$ cat src/rtl/mte_receiver.sv
// ---------------------------------------------------------------------------
// mte_receiver
//   Receives a cipher stream of alternating (cipher-data, cipher-MAC) bytes,
//   decrypts each pair with the key captured at frame start, checks the MAC
//   and hands the verified plaintext byte downstream over a valid/ready port.
//   A frame ends on a verified 8'h03 byte or after MAX_BYTES output bytes.
//
// Ports
//   clock, reset_n        : single clock, asynchronous active-low reset
//   key                   : cipher/MAC key, captured when a frame starts
//   in_valid/in_data      : cipher byte stream input
//   in_ready              : block accepts in_data this cycle
//   out_valid/out_ready   : output handshake
//   out_data              : verified plaintext byte (8'h00 on MAC failure)
//   mac_ok                : MAC result for the current out_data
//   frame_done            : one-cycle pulse at end of frame
//   frame_err             : sticky MAC-failure flag for the current/last frame
//   valid_key             : registered (key != 0)
// ---------------------------------------------------------------------------
module mte_receiver #(
    parameter int N         = 8,
    parameter int MAX_BYTES = 32
) (
    input  logic         clock,
    input  logic         reset_n,
    input  logic [N-1:0] key,
    input  logic         in_valid,
    input  logic [N-1:0] in_data,
    output logic         in_ready,
    output logic         out_valid,
    input  logic         out_ready,
    output logic [N-1:0] out_data,
    output logic         mac_ok,
    output logic         frame_done,
    output logic         frame_err,
    output logic         valid_key
);

    localparam int CW = $clog2(MAX_BYTES + 1);

    typedef enum logic [2:0] {
        S_IDLE,
        S_GET_DATA,
        S_GET_MAC,
        S_OUT,
        S_DONE
    } state_t;

    state_t         r_state;
    state_t         w_next;
    logic [N-1:0]   r_key;
    logic [N-1:0]   r_cdata;
    logic [N-1:0]   r_out_data;
    logic           r_mac_ok;
    logic           r_frame_err;
    logic           r_valid_key;
    logic [CW-1:0]  r_cnt;

    logic           w_in_xfer;
    logic           w_out_xfer;
    logic [N-1:0]   w_plain;
    logic [N-1:0]   w_mac_exp;
    logic           w_mac_ok;
    logic           w_last;

    // DEC(c) = ROL3(c) ^ k, the inverse of ENC(p) = ROR3(p ^ k)
    function automatic logic [N-1:0] f_dec(input logic [N-1:0] c, input logic [N-1:0] k);
        return {c[N-4:0], c[N-1:N-3]} ^ k;
    endfunction

    assign w_in_xfer  = in_valid && in_ready;
    assign w_out_xfer = out_valid && out_ready;
    assign w_plain    = f_dec(r_cdata, r_key);
    assign w_mac_exp  = (w_plain ^ r_key) + N'(8'h5A);
    assign w_mac_ok   = (f_dec(in_data, r_key) == w_mac_exp);
    // out_data equals the plaintext whenever mac_ok is set, so it doubles as p here
    assign w_last     = (r_mac_ok && (r_out_data == N'(8'h03))) ||
                        (r_cnt == CW'(MAX_BYTES - 1));

    // state register
    always_ff @(posedge clock or negedge reset_n) begin
        if (!reset_n) r_state <= S_IDLE;
        else          r_state <= w_next;
    end

    // next-state logic
    always_comb begin
        w_next = r_state;
        case (r_state)
            S_IDLE:     if (w_in_xfer)  w_next = S_GET_MAC;
            S_GET_DATA: if (w_in_xfer)  w_next = S_GET_MAC;
            S_GET_MAC:  if (w_in_xfer)  w_next = S_OUT;
            S_OUT:      if (w_out_xfer) w_next = w_last ? S_DONE : S_GET_DATA;
            S_DONE:                     w_next = S_IDLE;
            default:                    w_next = S_IDLE;
        endcase
    end

    // state-decoded outputs
    always_comb begin
        in_ready   = 1'b0;
        out_valid  = 1'b0;
        frame_done = 1'b0;
        case (r_state)
            S_IDLE:     in_ready   = r_valid_key;
            S_GET_DATA: in_ready   = 1'b1;
            S_GET_MAC:  in_ready   = 1'b1;
            S_OUT:      out_valid  = 1'b1;
            S_DONE:     frame_done = 1'b1;
            default:    ;
        endcase
    end

    // datapath
    always_ff @(posedge clock or negedge reset_n) begin
        if (!reset_n) begin
            r_key       <= '0;
            r_cdata     <= '0;
            r_out_data  <= '0;
            r_mac_ok    <= 1'b0;
            r_frame_err <= 1'b0;
            r_valid_key <= 1'b0;
            r_cnt       <= '0;
        end else begin
            r_valid_key <= (key != '0);
            case (r_state)
                S_IDLE: if (w_in_xfer) begin
                    r_key       <= key;
                    r_cdata     <= in_data;
                    r_frame_err <= 1'b0;
                    r_cnt       <= '0;
                end
                S_GET_DATA: if (w_in_xfer) r_cdata <= in_data;
                S_GET_MAC: if (w_in_xfer) begin
                    r_mac_ok   <= w_mac_ok;
                    r_out_data <= w_mac_ok ? w_plain : '0;
                    if (!w_mac_ok) r_frame_err <= 1'b1;
                end
                S_OUT: if (w_out_xfer) r_cnt <= r_cnt + CW'(1);
                default: ;
            endcase
        end
    end

    assign out_data  = r_out_data;
    assign mac_ok    = r_mac_ok;
    assign frame_err = r_frame_err;
    assign valid_key = r_valid_key;

endmodule

$ cat config.mk
export PLATFORM = sky130hd
export DESIGN_NAME = mte_receiver
export DESIGN_NICKNAME = d
export VERILOG_FILES = /design/src/rtl/mte_receiver.sv
export SDC_FILE = /design/constraint.sdc
export NUM_CORES = 1
export LEC_CHECK = 0
export CAP_MARGIN = 10
export CORE_UTILIZATION = 55
export DETAILED_ROUTE_END_ITERATION = 8
export GPL_ROUTABILITY_DRIVEN = 0
export GPL_TIMING_DRIVEN = 1
export HOLD_SLACK_MARGIN = 0.03
export PLACE_DENSITY_LB_ADDON = 0.12
export RECOVER_POWER = 25
export SLEW_MARGIN = 20
export SYNTH_ARGS = -nofsm -noshare
export SYNTH_HDL_FRONTEND = slang
export SYNTH_SLANG_ARGS = --single-unit
$ cat constraint.sdc
create_clock -name clock -period 6.17 [get_ports clock]
set_clock_uncertainty 0.15 [all_clocks]
set_input_delay 0.617 -clock clock [delete_from_list [all_inputs] [get_ports clock]]
set_output_delay 0.617 -clock clock [all_outputs]
set_load 0.005 [all_outputs]
==> metrics.md <==
| Metric | Value |
|---|---|
| Post-synthesis sequential area ratio | roughly half |
| Clk Latency, worst-skew pair | about 0.34 ns |
| Least-Margin Pin Slew | 1.90 ns |
| Outcome | finished with violations |
| Data required time of the worst path | 6.12 ns |
| Finished Layout Cells | between 200 and 250 |
| Hold WC Path Type | reg2reg |
| Nets | between 200 and 250 |
| GRT Total Usage | approximately 22% |
| Clock root buffer | clkbuf_4 |
| Setup TNS | 0 ns |
| P_int | just over 0.0006 W |
| CTS sink cnt | 36 |
| Critical Path Start Type | input port |
| Post-Syn Nets | about 180 |
| Count of final hold-check violations | 0 |
| Initial DRT Pass Iterations | 4 |
| Switch share | between 30% and 40% |
| Max-slew headroom | -26.4% |
| CTS H-tree depth | 2 |
| Failing checks | max-capacitance violations, max-slew violations |
| Port-buffer cells | 33 |
| First-pass GRT wire length | 5660 um |
| Most used flip-flop cell after synthesis | dfrtp_1 |
| Largest net degree at the start of global routing | 37 |
| Worst r2r dst | out_data[3] |
| Crit path cell chain | dlygate4sd3_1 -> clkbuf_1 |
| Die H | between 50 and 60 um |
| DRC | 0 |
| CTS tree | built |
| Comb power frac | 44.2% |
| Netlist cell types | 40 |
| Drt wl/cell | between 10 and 15 um |
| Cts hold-fix bufs | 0 |
| Async SR Flop Fraction | 100% |
| DP HPWL | about 2600 um |
| Routed Wire Length | 3540 um |
| Final Max Tran Viols | 37 |
| FP Rows | 20 |
| Critical Path Start | reset_n |
| Final ANT Viol Nets | 0 |
| Initial antenna violation count | 0 |
| Multi-input gate area | about 900 sq um |
| Seq pwr share | 42.2% |
| Syn Area/Cell | roughly 11 sq um |
| Post-CTS Resized | 0 |
| RR Startpoint | r_cdata[6] |
| Via density | about 5.5 |
| Layout cell share with drive strength beyond 1 | approximately 16% |
| Postcts setup bufs | 0 |
| Post-placement cell count | between 200 and 250 |
| Final Util | between 70 and 80% |
| Post-layout min period | around 2.6 ns |
| Total die area | ~3600 sq um |
| Crit path to | r_cdata[0] |
| R2R setup slack | about 3.9 ns |
| Antenna Diode Count | 0 |
| EDFF count, synth | 0 |
| Iter 0 DRT Violations | 64 |
| Tcrit/Tclk final | between 40% and 50% |
| Number of max-cap violations | 1 |
| WS Path Type | in2async |
| Peak VDD IR | between 0.2 and 0.25 mV |
| Longest Clk Path Bufs | 2 |
| Buf/Inv on CP | 2 |
| Starting Density | about three fifths |
| Delay-heaviest family, CP | buffers and inverters |
| IO Pins | 34 |
| Vias in the first global route | 1267 |
| Area after DPL | ~2200 sq um |
| Achievable Freq | 390 MHz |
| WP depth | 2 |
| Core ar. | 3100 sq um |
| Synthesized area | 1840 sq um |
| Gate Count Post-Synth | 161 |
| Via count | 1313 |
| Synth-to-layout area growth | 22.8% |
| Die Width | around 60 um |
| Overflow after GRT | 0 |
| FF+latch count, synth | 36 |
| Fill count | between 200 and 300 |
| Post-route cell area | between 2000 and 2500 sq um |
| Clock transition at path regs | about 0.1 ns |
| Share of total power in the clock network | a little over an eighth |
| RSZ-0062 raised after global routing | no |
| Yosys warning count | 0 |
| # setup viols final | 0 |
| Power Density | approximately 430 nW/um^2 |
| FF/Latch Area | between 900 and 1000 sq um |
| Worst path max stage delay | roughly 1.4 ns |
| Critical Path AT | about 2.5 ns |
| CTS Buf Count | 5 |
| Crit-path max FO | 36 |
| Leak | around 0.94 nW |
| CP max stage cell | clkbuf_1 |
| FF-to-FF path depth | 6 |
| Psw | roughly 0.00035 W |
| Critical path endpoint category | asynchronous set/reset pin |
Yosys cell counts, drive strengths merged (3+ instances only):
cell    number  area share (%)
dfrtp       36              49
nand2       18             3.7
mux2        17              10
xnor2       12             5.7
xor2         8             3.8
nor2         7             1.4
clkbuf       6             1.2
nor3         5             1.6
o21ai        5             1.4
o31ai        5             2.3
nand4        4             1.4
nor4         4             1.7
and3         3             1.0
xnor3        3             3.7
worst min-delay path by stage:
stage	cells past startpoint	to	slack, ns	from
after floorplan	0	frame_err	0.17	reset_n
final	2	out_data[4]	0.37	out_data[4]
after detailed placement	2	out_data[3]	0.36	out_data[3]
after CTS	2	frame_err	0.38	frame_err
after global placement	2	mac_ok	0.33	mac_ok
after global routing	1	r_cdata[5]	0.40	r_cdata[5]
sequential cells by signal, indices dropped and copies added, names as in the netlist:
signal	flops
frame_err	1
mac_ok	1
out_data	8
r_cdata	8
r_cnt	6
r_key	8
r_state	3
valid_key	1
power groups by stage:
stage               logic [W]  registers (W)  clock network [W]
floorplan            0.000347       0.000375                  0
global placement     0.000418       0.000405                  0
detailed placement   0.000428       0.000410                  0
CTS                  0.000431       0.000406           0.000137
global route         0.000468       0.000419           0.000144
finish               0.000427       0.000407           0.000131
stage by stage:
stage	setup WS, ns	hold slack [ns]	total power [W]
floorplan	4.05	0.171	0.000722
global placement	3.55	0.333	0.000823
detailed placement	3.49	0.358	0.000838
CTS	3.60	0.379	0.000974
global route	3.21	0.401	0.00103
finish	3.61	0.372	0.000965
worst min-delay path: cells and delay by family (launching register included):
family	cells	cell delay, ns
DFF	1	0.38
AOI/OAI and AO/OA	1	0.06
and+or+nand+nor	1	0.06
cells in the final DEF, fill, tap and decap left out, drive strengths merged:
cell	synthesis	layout
dfrtp	36	36
clkdlybuf4s50	0	32
nand2	18	18
mux2	17	17
xnor2	12	12
xor2	8	8
nor2	7	7
clkbuf	6	7
o21ai	5	5
nor3	5	5
o31ai	5	5
nand4	4	4
nor4	4	4
and3	3	3
xnor3	3	3
a211oi	2	2
and2	2	2
nor2b	2	2
a21oi	2	2
ha	2	2
clkinv	0	2
nor4bb	1	1
o21ba	1	1
nor4b	1	1
mux2i	1	1
or2	1	1
o21bai	1	1
a22o	1	1
nand2b	1	1
nor3b	1	1
a211o	1	1
o31a	1	1
o21a	1	1
nand3	1	1
nand3b	1	1
inv	1	1
o2bb2ai	1	1
dlygate4sd3	0	1
layout make-up:
type | count | share of cell area (%)
multi-input combinational | 116 | 40.0
sequential | 36 | 39.9
timing repair buffer | 34 | 14.8
tap | 44 | 2.44
clock buffer | 6 | 2.27
clock inverter | 2 | 0.443
inverter | 1 | 0.166
kinds of logic (layout without fill, tap and decap cells):
| logic type | after synthesis | in the layout | synth area share (%) |
|---|---|---|---|
| AOI/OAI and AO/OA | 21 | 21 | 8.31 |
| xor gates and xnor gates | 23 | 23 | 13.2 |
| adders and majority gates | 2 | 2 | 1.36 |
| buffers and inverters | 9 | 43 | 1.91 |
| DFF | 36 | 36 | 49.0 |
| muxes | 18 | 18 | 11.0 |
| and+or+nand+nor | 52 | 52 | 15.2 |
per-layer routing:
layer	up-vias	part of all wire [%]	global-route usage (%)	routed length [um]
met5	-	0	0	0
met4	0	1.4	9.30	50
met3	6	4.9	5.41	173
met2	40	47	35.9	1680
met1	628	46	28.6	1640
li1	639	-	-	-
Note: power is estimated with default switching activity, not from simulation.
